## config.mk

```make
export PLATFORM = sky130hd
export DESIGN_NAME = hazard_unit
export DESIGN_NICKNAME = d
export VERILOG_FILES = /design/src/rtl/hazard_unit.sv
export SDC_FILE = /design/constraint.sdc
export NUM_CORES = 1
export LEC_CHECK = 0
export BUFFER_PORTS_ARGS = -buffer_cell sky130_fd_sc_hd__buf_2
export CAP_MARGIN = 15
export CORE_ASPECT_RATIO = 0.9
export CORE_UTILIZATION = 31
export DETAILED_ROUTE_END_ITERATION = 10
export GPL_ROUTABILITY_DRIVEN = 0
export PLACE_DENSITY_LB_ADDON = 0.25
export SLEW_MARGIN = 0
export SYNTH_ARGS = -nofsm -noshare
export SYNTH_HDL_FRONTEND = slang
export SYNTH_SLANG_ARGS = --single-unit
```

## constraint.sdc

```tcl
create_clock -name clk -period 2.68 [get_ports clk]
set_clock_uncertainty 0.1 [all_clocks]
set_input_delay 0.268 -clock clk [delete_from_list [all_inputs] [get_ports clk]]
set_output_delay 0.268 -clock clk [all_outputs]
set_load 0.02 [all_outputs]
```

## src/rtl/hazard_unit.sv

```systemverilog
// Hazard control for the five-stage integer pipeline: load-use stall, E-stage
// operand forwarding, redirect flush, and two saturating event counters.
module hazard_unit #(
   parameter int CNT_W = 32
) (
   input  logic             clk,
   input  logic             rst_n,
   input  logic [4:0]       rs1D,
   input  logic [4:0]       rs2D,
   input  logic [4:0]       rs1E,
   input  logic [4:0]       rs2E,
   input  logic [4:0]       rdE,
   input  logic             memreadE,
   input  logic [4:0]       rdM,
   input  logic             regwriteM,
   input  logic [4:0]       rdW,
   input  logic             regwriteW,
   input  logic             pcsrcE,
   output logic             stallF,
   output logic             stallD,
   output logic             flushD,
   output logic             flushE,
   output logic [1:0]       forwardAE,
   output logic [1:0]       forwardBE,
   output logic [CNT_W-1:0] stall_cnt,
   output logic [CNT_W-1:0] flush_cnt
);

   typedef enum logic [1:0] {
      FWD_RF = 2'b00,
      FWD_W  = 2'b01,
      FWD_M  = 2'b10
   } fwdSel_e;

   logic             lwStall;
   logic [CNT_W-1:0] stallCntQ;
   logic [CNT_W-1:0] flushCntQ;

   // The closer stage (M) holds the newer value of a register, so it wins over W.
   function automatic fwdSel_e pickFwd(
      input logic [4:0] rs,
      input logic [4:0] rdMem,
      input logic       wrMem,
      input logic [4:0] rdWb,
      input logic       wrWb
   );
      fwdSel_e sel;
      sel = FWD_RF;
      if (rs != 5'd0 && wrMem && rs == rdMem) begin
         sel = FWD_M;
      end else if (rs != 5'd0 && wrWb && rs == rdWb) begin
         sel = FWD_W;
      end
      return sel;
   endfunction

   // NOTE: every signal driven from always_comb gets a default first so no path
   // leaves it unassigned and no latch is inferred.
   always_comb begin
      lwStall   = 1'b0;
      stallF    = 1'b0;
      stallD    = 1'b0;
      flushD    = 1'b0;
      flushE    = 1'b0;
      forwardAE = FWD_RF;
      forwardBE = FWD_RF;

      lwStall = memreadE && (rdE != 5'd0) && ((rs1D == rdE) || (rs2D == rdE));

      // A redirect discards the stalled instruction anyway, so it overrides the stall.
      stallF = lwStall && !pcsrcE;
      stallD = lwStall && !pcsrcE;
      flushD = pcsrcE;
      flushE = lwStall || pcsrcE;

      forwardAE = pickFwd(rs1E, rdM, regwriteM, rdW, regwriteW);
      forwardBE = pickFwd(rs2E, rdM, regwriteM, rdW, regwriteW);
   end

   // NOTE: state registers use non-blocking assignments so every flop samples
   // the pre-edge values regardless of block ordering.
   always_ff @(posedge clk or negedge rst_n) begin
      if (!rst_n) begin
         stallCntQ <= '0;
      end else if (stallD && stallCntQ != '1) begin
         stallCntQ <= stallCntQ + CNT_W'(1);
      end
   end

   always_ff @(posedge clk or negedge rst_n) begin
      if (!rst_n) begin
         flushCntQ <= '0;
      end else if (flushD && flushCntQ != '1) begin
         flushCntQ <= flushCntQ + CNT_W'(1);
      end
   end

   assign stall_cnt = stallCntQ;
   assign flush_cnt = flushCntQ;

endmodule

```

==> reports/summary.txt, run 1 <==
Setup CP Type = register to register
Final number of setup-violating endpoints = 0
Mean routed wirelength per cell = 13.5 µm
Grt ovf = 0
Fillers = 1091
EDFF count, synth = 0
Crit path DAT = 2.36 ns
Avg Inst Size Synth = 10.7 µm²
Nets@finish = 494
Clk slew on worst S/H paths = 0.05 ns
All-Layer GR Usage = 14.5%
Worst-path fanout max = 20
Syn_nets = 373
FFs w/ async S/R, synth = 100%
Final WL = 8190 µm
Leakage Power = 0.00217 µW
Inserted Diodes = 0
Vias in the first global route = 2765
Pre-CTS setup slack = 0.00171 ns
DIE HEIGHT = 103 µm
CP peak stage delay = 0.43 ns
Global-route wire length before repair = 13400 µm
Port Buffers = 112
Largest net degree at the start of global routing = 34
Min Hold Slack = 0.229 ns
CTS Sinks = 64
RSZ-0062 raised after global routing = false
# Max-Cap Violations = 0
Starting density of the core = 32.2%
Total iterations of the first detailed-routing run = 4
Row cnt = 36
Post-synthesis cell type count = 38
Initial antenna violation count = 0
Setup ws final = 0.422 ns
PwrDens = 614 nW/µm²
Fmax = 0.443 GHz
Cell Area, Placed = 4260 µm²
CTS tree = yes
IO Count = 113
DP HPWL = 6320 µm
VDD IR-drop max = 0.372 mV
Final Hold Viols = 0
Critical path's slowest cell = nor4_2
Sequential-to-total area share from yosys stat = 45.4%
Placeable core area = 10900 µm²
Startpoint types = register
Synthesized instance count = 330
Total CTS buffers = 9
Worst-Skew Late Latency = 0.33 ns
Crit path time final = 2.26 ns
CP endpoint kind = register
Req. time, crit path = 2.79 ns
Post-CTS Setup Inserts = 0
Multiplexer share of the synthesized area = 0.922%
Die area = 11800 µm²
Crit share post-route = 84.2%
CTS Buffer Depth = 2
Clock Tree Root = clkbuf_16
Mapped Area = 3530 µm²
Iter 0 DRT Violations = 108
Final Cell Area = 4620 µm²
Post-route core utilization = 42.2%
Largest family of logic cells by synthesized area = simple AND/OR/NAND/NOR gates
Max-slew violation count = 0
Ys flop type = dfrtp_1
# DRC = 0
Post-route ant nets = 0
Area grow syn2layout = 31.0%
Htree depth = 3
Via/cell ratio = 4.78
Post-cts gate resize count = 0
Synth Area in Compound Gates = 2.06%
Die W = 114 µm
Yosys warning count = 0
Seq cells post-synth = 64
Synth Area in Simple Gates = 26.4%
Slew @ Worst Pin = 0.763 ns
Slew HR = 49.2%
Hold crit path type = primary input to register
Share of cells above drive strength 1 = 33.1%
XOR/XNOR share of the synthesized area = 22.3%
Via Count = 2908
CP cell instances = ha_1, and4_1, nand3_2, nor4_2, nor4_4, buf_6, mux2_2
Synth Area in Adders = 0.709%
Status = complete, no violations
==> report_power, final <==
part / internal (µW) / leakage [µW] / total (µW) / switching (µW)
clock: 873 / 0.000167 / 1310 / 432
combinational: 167 / 0.00112 / 412 / 245
sequential: 1030 / 0.000881 / 1120 / 88.6
total: 2070 / 0.00217 / 2840 / 766
==> Yosys cell counts, drive strengths merged (2+ instances only) <==
cell    instances  area share, %
clkbuf          2           0.21
nand3          32            4.8
xnor2          71             18
and3           10            1.8
nor2           11            1.2
o21ai           2           0.39
nand2          28            3.0
nor3           10            2.0
buf             6            1.5
dfrtp          64             45
xor2           19            4.7
inv             4           0.43
or4             3           0.64
nor4           10            3.2
ha              2           0.71
mux2            2           0.64
nand4          30            5.7
and2            5           0.89
and4           10            2.5
==> per-layer routing <==
metal	global-route usage [%]	vias to the layer above	share of wire [%]
met5	0	-	0
met2	22.7	93	45
met3	3.26	11	5.6
met1	19.8	1371	48
li1	-	1433	-
met4	5.59	0	1.8
==> cell type report <==
type / count / area, µm² / share of cell area [%]
multi-input combinational: 254 / 1850 / 40.0
sequential: 64 / 1600 / 34.7
timing repair buffer: 118 / 624 / 13.5
clock buffer: 11 / 253 / 5.47
tap: 152 / 190 / 4.12
clock inverter: 5 / 86.3 / 1.87
inverter: 4 / 15.0 / 0.325
==> worst paths after layout <==
path	slack [ns]	cells past startpoint	from	endpoint
worst max register to register	0.42	7	stall_cnt[0]$_DFFE_PN0P_	stall_cnt[1]$_DFFE_PN0P_
worst max-delay path	0.42	7	stall_cnt[0]$_DFFE_PN0P_	stall_cnt[1]$_DFFE_PN0P_
worst min register to register	0.38	1	stall_cnt[31]$_DFFE_PN0P_	stall_cnt[31]$_DFFE_PN0P_
worst min-delay path	0.23	4	pcsrcE	stall_cnt[18]$_DFFE_PN0P_
min in group asynchronous	0.46	2	rst_n	flush_cnt[26]$_DFFE_PN0P_
max in group asynchronous	1.39	3	rst_n	stall_cnt[2]$_DFFE_PN0P_
==> critical path: cells and delay by family (launching register included) <==
family / cells / cell delay, ns
buf+inv: 1 / 0.18
fa+ha+maj: 1 / 0.22
flops: 1 / 0.42
mux: 1 / 0.27
simple gates: 4 / 0.94
==> what timing repair did <==
action,CTS,global route
endpoints found under the hold margin,32,0
hold buffers,1,0
setup endpoints to repair,1,0
==> flip-flops by register name, summed over array words and instances, names as in the netlist <==
| register | cells |
|---|---|
| flush_cnt | 32 |
| stall_cnt | 32 |
==> cells in the final DEF (no fill, tap or decap), types with 2 or more instances in the layout <==
cell type	Yosys	final
and4_1	10	10
nand4_1	29	29
inv_1	4	4
clkbuf_16	0	9
inv_6	0	2
nor4_1	5	5
dfrtp_1	64	64
or4_1	3	3
nor2_1	11	11
nand3_1	30	30
buf_2	1	112
and3_1	10	10
nor4_4	2	2
and2_1	4	4
nor3_1	6	6
nand2_1	27	27
nand3_2	2	2
ha_1	2	2
buf_4	2	3
nor4_2	3	3
xnor2_1	71	71
nor3_2	4	4
clkbuf_8	0	2
bufinv_16	0	2
mux2_2	2	2
xor2_1	19	19
==> metrics by stage <==
step | setup TNS, ns | std cells | total power, µW
after floorplan | 0 | 330 | 1370
after global placement | 0 | 590 | 1550
after detailed placement | 0 | 590 | 1550
after CTS | -0.0122 | 607 | 2890
after global routing | 0 | 608 | 2980
final | 0 | 608 | 2840
==> kinds of logic (layout without fill, tap and decap cells) <==
group / Yosys count / after routing
XOR/XNOR: 90 / 90
flip-flops: 64 / 64
buffers and inverters: 12 / 138
multiplexers: 3 / 3
AO/OA/AOI/OAI: 7 / 7
AND/OR/NAND/NOR: 152 / 152
adder cells (fa/ha/maj): 2 / 2
Note: power is estimated with default switching activity, not from simulation.
==> run 2, diff against run 1 <==
Clock period 2.68 ns to 2.3 ns, I/O delays scaled along.
==> reports/summary.txt, run 2 (synthesis results as in run 1) <==
Status = finished with violations
Failing checks = negative hold slack
Startpoint types = register
Iter 0 DRT Violations = 94 (-13%)
Post-route ant nets = 0 (unchanged)
Die W = 114 µm (unchanged)
PwrDens = 719 nW/µm² (+17%)
Crit share post-route = 89.7% (+5.5 points)
Clk slew on worst S/H paths = 0.06 ns (about the same)
CTS Buffer Depth = 2 (unchanged)
CTS tree = yes
Initial antenna violation count = 0 (unchanged)
Final Hold Viols = 16 (+16)
Final setup TNS = 0 ns (unchanged)
Via Count = 2889 (-0.65%)
Most frequent cells in the layout = buf_2 (112), xnor2_1 (71), dfrtp_1 (64)
Most common cell after layout, fill and taps aside = buf_2
Pre-CTS setup slack = 0.154 ns (+0.153 ns)
Global-route wire length before repair = 13500 µm (+0.46%)
Htree depth = 3 (unchanged)
Min Hold Slack = -0.0167 ns (-0.246 ns)
DIE HEIGHT = 103 µm (unchanged)
Hold crit path type = primary input to asynchronous set/reset pin
Row cnt = 36 (unchanged)
Fmax = 0.485 GHz (+9.4%)
CP peak stage delay = 0.40 ns (-0.03 ns)
Crit path DAT = 2.16 ns (-0.20 ns)
Setup ws final = 0.236 ns (-0.186 ns)
Nets@finish = 496 (+0.40%)
Via/cell ratio = 4.74 (-0.98%)
# Max-Cap Violations = 0 (unchanged)
Largest net degree at the start of global routing = 65 (+91%)
Req. time, crit path = 2.40 ns (-0.39 ns)
Clock Tree Root = clkbuf_16
Placeable core area = 10900 µm² (unchanged)
Post-route core utilization = 42.2% (about the same)
Critical path's slowest cell = nor4_2
Port Buffers = 112 (unchanged)
Grt ovf = 0 (unchanged)
Total CTS buffers = 9 (unchanged)
Vias in the first global route = 2849 (+3.0%)
Fillers = 1095 (+0.37%)
DP HPWL = 6190 µm (-2.1%)
Setup CP Type = register to register
Total iterations of the first detailed-routing run = 5 (+1)
Worst-Skew Late Latency = 0.32 ns (about the same)
Die area = 11800 µm² (unchanged)
Max-slew violation count = 0 (unchanged)
IO Count = 113 (unchanged)
Reg area = 1600 µm² (unchanged)
Slew HR = 46.3% (-2.9 points)
Inserted Diodes = 0 (unchanged)
Final WL = 8110 µm (-1.1%)
Slew @ Worst Pin = 0.806 ns (+0.0431 ns)
Starting density of the core = 32.2% (unchanged)
# DRC = 0 (unchanged)
CP endpoint kind = register
Cell family with most CP delay = simple AND/OR/NAND/NOR gates
CTS Sinks = 64 (unchanged)
Leakage Power = 0.00218 µW (+0.38%)
VDD IR-drop max = 0.393 mV (+5.5%)
Mean routed wirelength per cell = 13.3 µm (-1.4%)
Final number of setup-violating endpoints = 0 (unchanged)
Share of cells above drive strength 1 = 33.8% (+0.73 points)
Crit path buf inv count = 1 (unchanged)
RSZ-0062 raised after global routing = false
Crit path time final = 2.06 ns (-0.194 ns)
Area grow syn2layout = 31.0% (about the same)
Area of the multi-input gates = 1860 µm² (+0.27%)
Worst-path fanout max = 10 (-50%)
CP cell instances = ha_1, and4_1, nand3_2, nor4_2, nor4_4, buf_4, mux2_2
All-Layer GR Usage = 14.5% (-0.031 points)
==> run 2: repair_timing <==
item / in CTS / in global routing
buffers inserted: 0 / 0
hold buffers: 0 / 0
endpoints found under the setup margin: 0 / 3
gates resized for setup: 0 / 1
==> run 2: layout make-up <==
type                            count  share of cell area [%]
Clock buffer                       11                    5.47
Clock inverter                      5                    1.87
Inverter                            4                   0.325
Multi-Input combinational cell    254                    40.1
Sequential cell                    64                    34.7
Tap cell                          152                    4.11
Timing Repair Buffer              120                    13.4
==> run 2: report_power, final <==
group          internal (µW)  switching, µW  total, µW
registers               1200           83.2       1280
clock network           1020            499       1520
logic                    212            309        521
==> run 2: per-stage QoR <==
step	std cells	hold WS, ns	area [µm²]	total power, µW
after floorplan	330	-0.166	3530	1590
after global placement	594	0.368	4280	1820
after detailed placement	594	0.367	4280	1830
after CTS	610	0.0200	4620	3370
after global routing	610	0.0814	4620	3480
final	610	-0.0167	4620	3320
==> run 2: final timing paths <==
check                                               start                        end  slack (ns)  cells past startpoint
worst max-delay path             stall_cnt[0]$_DFFE_PN0P_   stall_cnt[1]$_DFFE_PN0P_        0.24                      7
worst min-delay path                                rst_n  flush_cnt[26]$_DFFE_PN0P_       -0.02                      2
worst max register to register   stall_cnt[0]$_DFFE_PN0P_   stall_cnt[1]$_DFFE_PN0P_        0.24                      7
worst min register to register  flush_cnt[15]$_DFFE_PN0P_  flush_cnt[15]$_DFFE_PN0P_        0.38                      1
max in group asynchronous                           rst_n   flush_cnt[3]$_DFFE_PN0P_        1.59                      2
min in group clk                                   pcsrcE   flush_cnt[8]$_DFFE_PN0P_        0.24                      3
==> run 2: per-layer routing <==
layer,vias up,wire length (µm),track usage (%)
met5,-,0,0
met4,0,75,4.30
met3,5,395,3.44
met2,85,3720,23.8
met1,1377,3920,19.2
li1,1422,-,-
==> run 3, diff against run 2 <==
Settings changed: RECOVER_POWER set to 50.
==> reports/summary.txt, run 3 (synthesis results as in run 1) <==
Status = finished with violations
Failing checks = max-capacitance violations, max-slew violations
DP HPWL = 6190 µm (unchanged)
Cts hold-fix bufs = 0 (unchanged)
Crit path time final = 2.08 ns (+0.0213 ns)
Met3 wire length = 399 µm (+1.0%)
Fmax = 0.480 GHz (-1.0%)
Final Hold Viols = 0 (-16)
Crit path DAT = 2.18 ns (+0.02 ns)
Global-route wire length before repair = 13500 µm (unchanged)
Post-cts gate resize count = 0 (unchanged)
Worst-Skew Late Latency = 0.32 ns (about the same)
IO Count = 113 (unchanged)
Row cnt = 36 (unchanged)
Area grow syn2layout = 29.6%
Total iterations of the first detailed-routing run = 5 (unchanged)
Placeable core area = 10900 µm² (unchanged)
Req. time, crit path = 2.40 ns (about the same)
All-Layer GR Usage = 14.5% (unchanged)
R2R Setup Slk = 0.22 ns (-0.02 ns)
Port Buffers = 112 (unchanged)
CP endpoint kind = register
Inserted Diodes = 0 (unchanged)
Startpoint types = register
Worst-path fanout max = 10 (unchanged)
Nets@finish = 496 (unchanged)
# Max-Cap Violations = 1 (+1)
CTS Sinks = 64 (unchanged)
Met1 WL = 3940 µm (+0.43%)
RSZ-0062 raised after global routing = false
CTS Buffer Depth = 2 (unchanged)
Crit share post-route = 90.6% (+0.93 points)
PwrDens = 724 nW/µm² (+0.81%)
Post-route ant nets = 0 (unchanged)
Max-slew violation count = 65 (+65)
Origin of the critical flop-to-flop path = stall_cnt[0]$_DFFE_PN0P_
Final WL = 8120 µm (+0.12%)
Uppermost layer routed = met4
Htree depth = 3 (unchanged)
Vias in the first global route = 2849 (unchanged)
Post-route core utilization = 41.8% (-0.43 points)
Slew HR = -4.50% (-51 points)
Via/cell ratio = 4.73 (-0.21%)
Most common cell after layout, fill and taps aside = buf_2
Via Count = 2883 (-0.21%)
Iter 0 DRT Violations = 110 (+17%)
DIE HEIGHT = 103 µm (unchanged)
Fillers = 1103 (+0.73%)
Die area = 11800 µm² (unchanged)
Total CTS buffers = 9 (unchanged)
Mean routed wirelength per cell = 13.3 µm (+0.12%)
Worst R2R End = stall_cnt[1]$_DFFE_PN0P_
# DRC = 0 (unchanged)
Initial antenna violation count = 0 (unchanged)
VDD IR-drop max = 0.388 mV (-1.3%)
Final setup TNS = 0 ns (unchanged)
Largest net degree at the start of global routing = 65 (unchanged)
Post-CTS Setup Inserts = 0 (unchanged)
Grt ovf = 0 (unchanged)
Final number of setup-violating endpoints = 0 (unchanged)
Die W = 114 µm (unchanged)
Slew @ Worst Pin = 1.57 ns (+0.762 ns)
Hold crit path type = primary input to asynchronous set/reset pin
Leakage Power = 0.00202 µW (-7.1%)
Depth of the most critical reg-to-reg path = 7 (unchanged)
Clock Tree Root = clkbuf_16
Starting density of the core = 32.2% (unchanged)
Routed met2 length = 3700 µm (-0.32%)
Most frequent cells in the layout = buf_2 (76), xnor2_1 (71), dfrtp_1 (64)
Clk slew on worst S/H paths = 0.06 ns (about the same)
Setup CP Type = register to register
Share of cells above drive strength 1 = 26.0% (-7.9 points)
CTS tree = yes
-- run 3: worst max-delay path by stage --
| stage | from | end |
|---|---|---|
| final | stall_cnt[0]$_DFFE_PN0P_ | stall_cnt[1]$_DFFE_PN0P_ |
| after global routing | stall_cnt[0]$_DFFE_PN0P_ | stall_cnt[1]$_DFFE_PN0P_ |
| after CTS | stall_cnt[10]$_DFFE_PN0P_ | stall_cnt[29]$_DFFE_PN0P_ |
| after detailed placement | rdE[3] | stall_cnt[22]$_DFFE_PN0P_ |
| after global placement | rdE[3] | stall_cnt[22]$_DFFE_PN0P_ |
| after floorplan | stall_cnt[0]$_DFFE_PN0P_ | stall_cnt[4]$_DFFE_PN0P_ |
-- run 3: layout make-up --
class                      count  area, µm²  share of cell area (%)
sequential                    64       1600                    35.0
inverter                       4       15.0                   0.328
clock inverter                 5       86.3                    1.89
timing repair buffer         120        573                    12.5
clock buffer                  11        253                    5.53
tap                          152        190                    4.16
multi-input combinational    254       1860                    40.6
-- run 3: critical path, stage by stage (launching register included) --
cell and delay (ns):
dfrtp_1 0.34, ha_1 0.18, and4_1 0.26, nand3_2 0.15, nor4_2 0.40, nor4_4 0.06, buf_4 0.20, mux2_2 0.27
-- run 3: metrics by stage --
step	instance area [µm²]	cells	worst slack [ns]	hold slack (ns)	power [µW]
after CTS	4620	610	0.171	0.0200	3370
after global routing	4570	610	0.0673	0.411	3480
after global placement	4280	594	0.175	0.368	1820
after floorplan	3530	330	0.204	-0.166	1590
final	4570	610	0.215	0.289	3310
after detailed placement	4280	594	0.154	0.367	1830
-- run 3: power breakdown --
group          total (µW)  switching, µW  internal [µW]
sequential           1280           83.7           1200
clock                1520            499           1020
combinational         513            308            204
total                3310            891           2420
-- run 3: routing by layer --
| metal | vias to the layer above | track usage (%) |
|---|---|---|
| li1 | 1423 | - |
| met1 | 1370 | 19.2 |
| met2 | 85 | 23.8 |
| met3 | 5 | 3.44 |
| met4 | 0 | 4.30 |
| met5 | - | 0 |
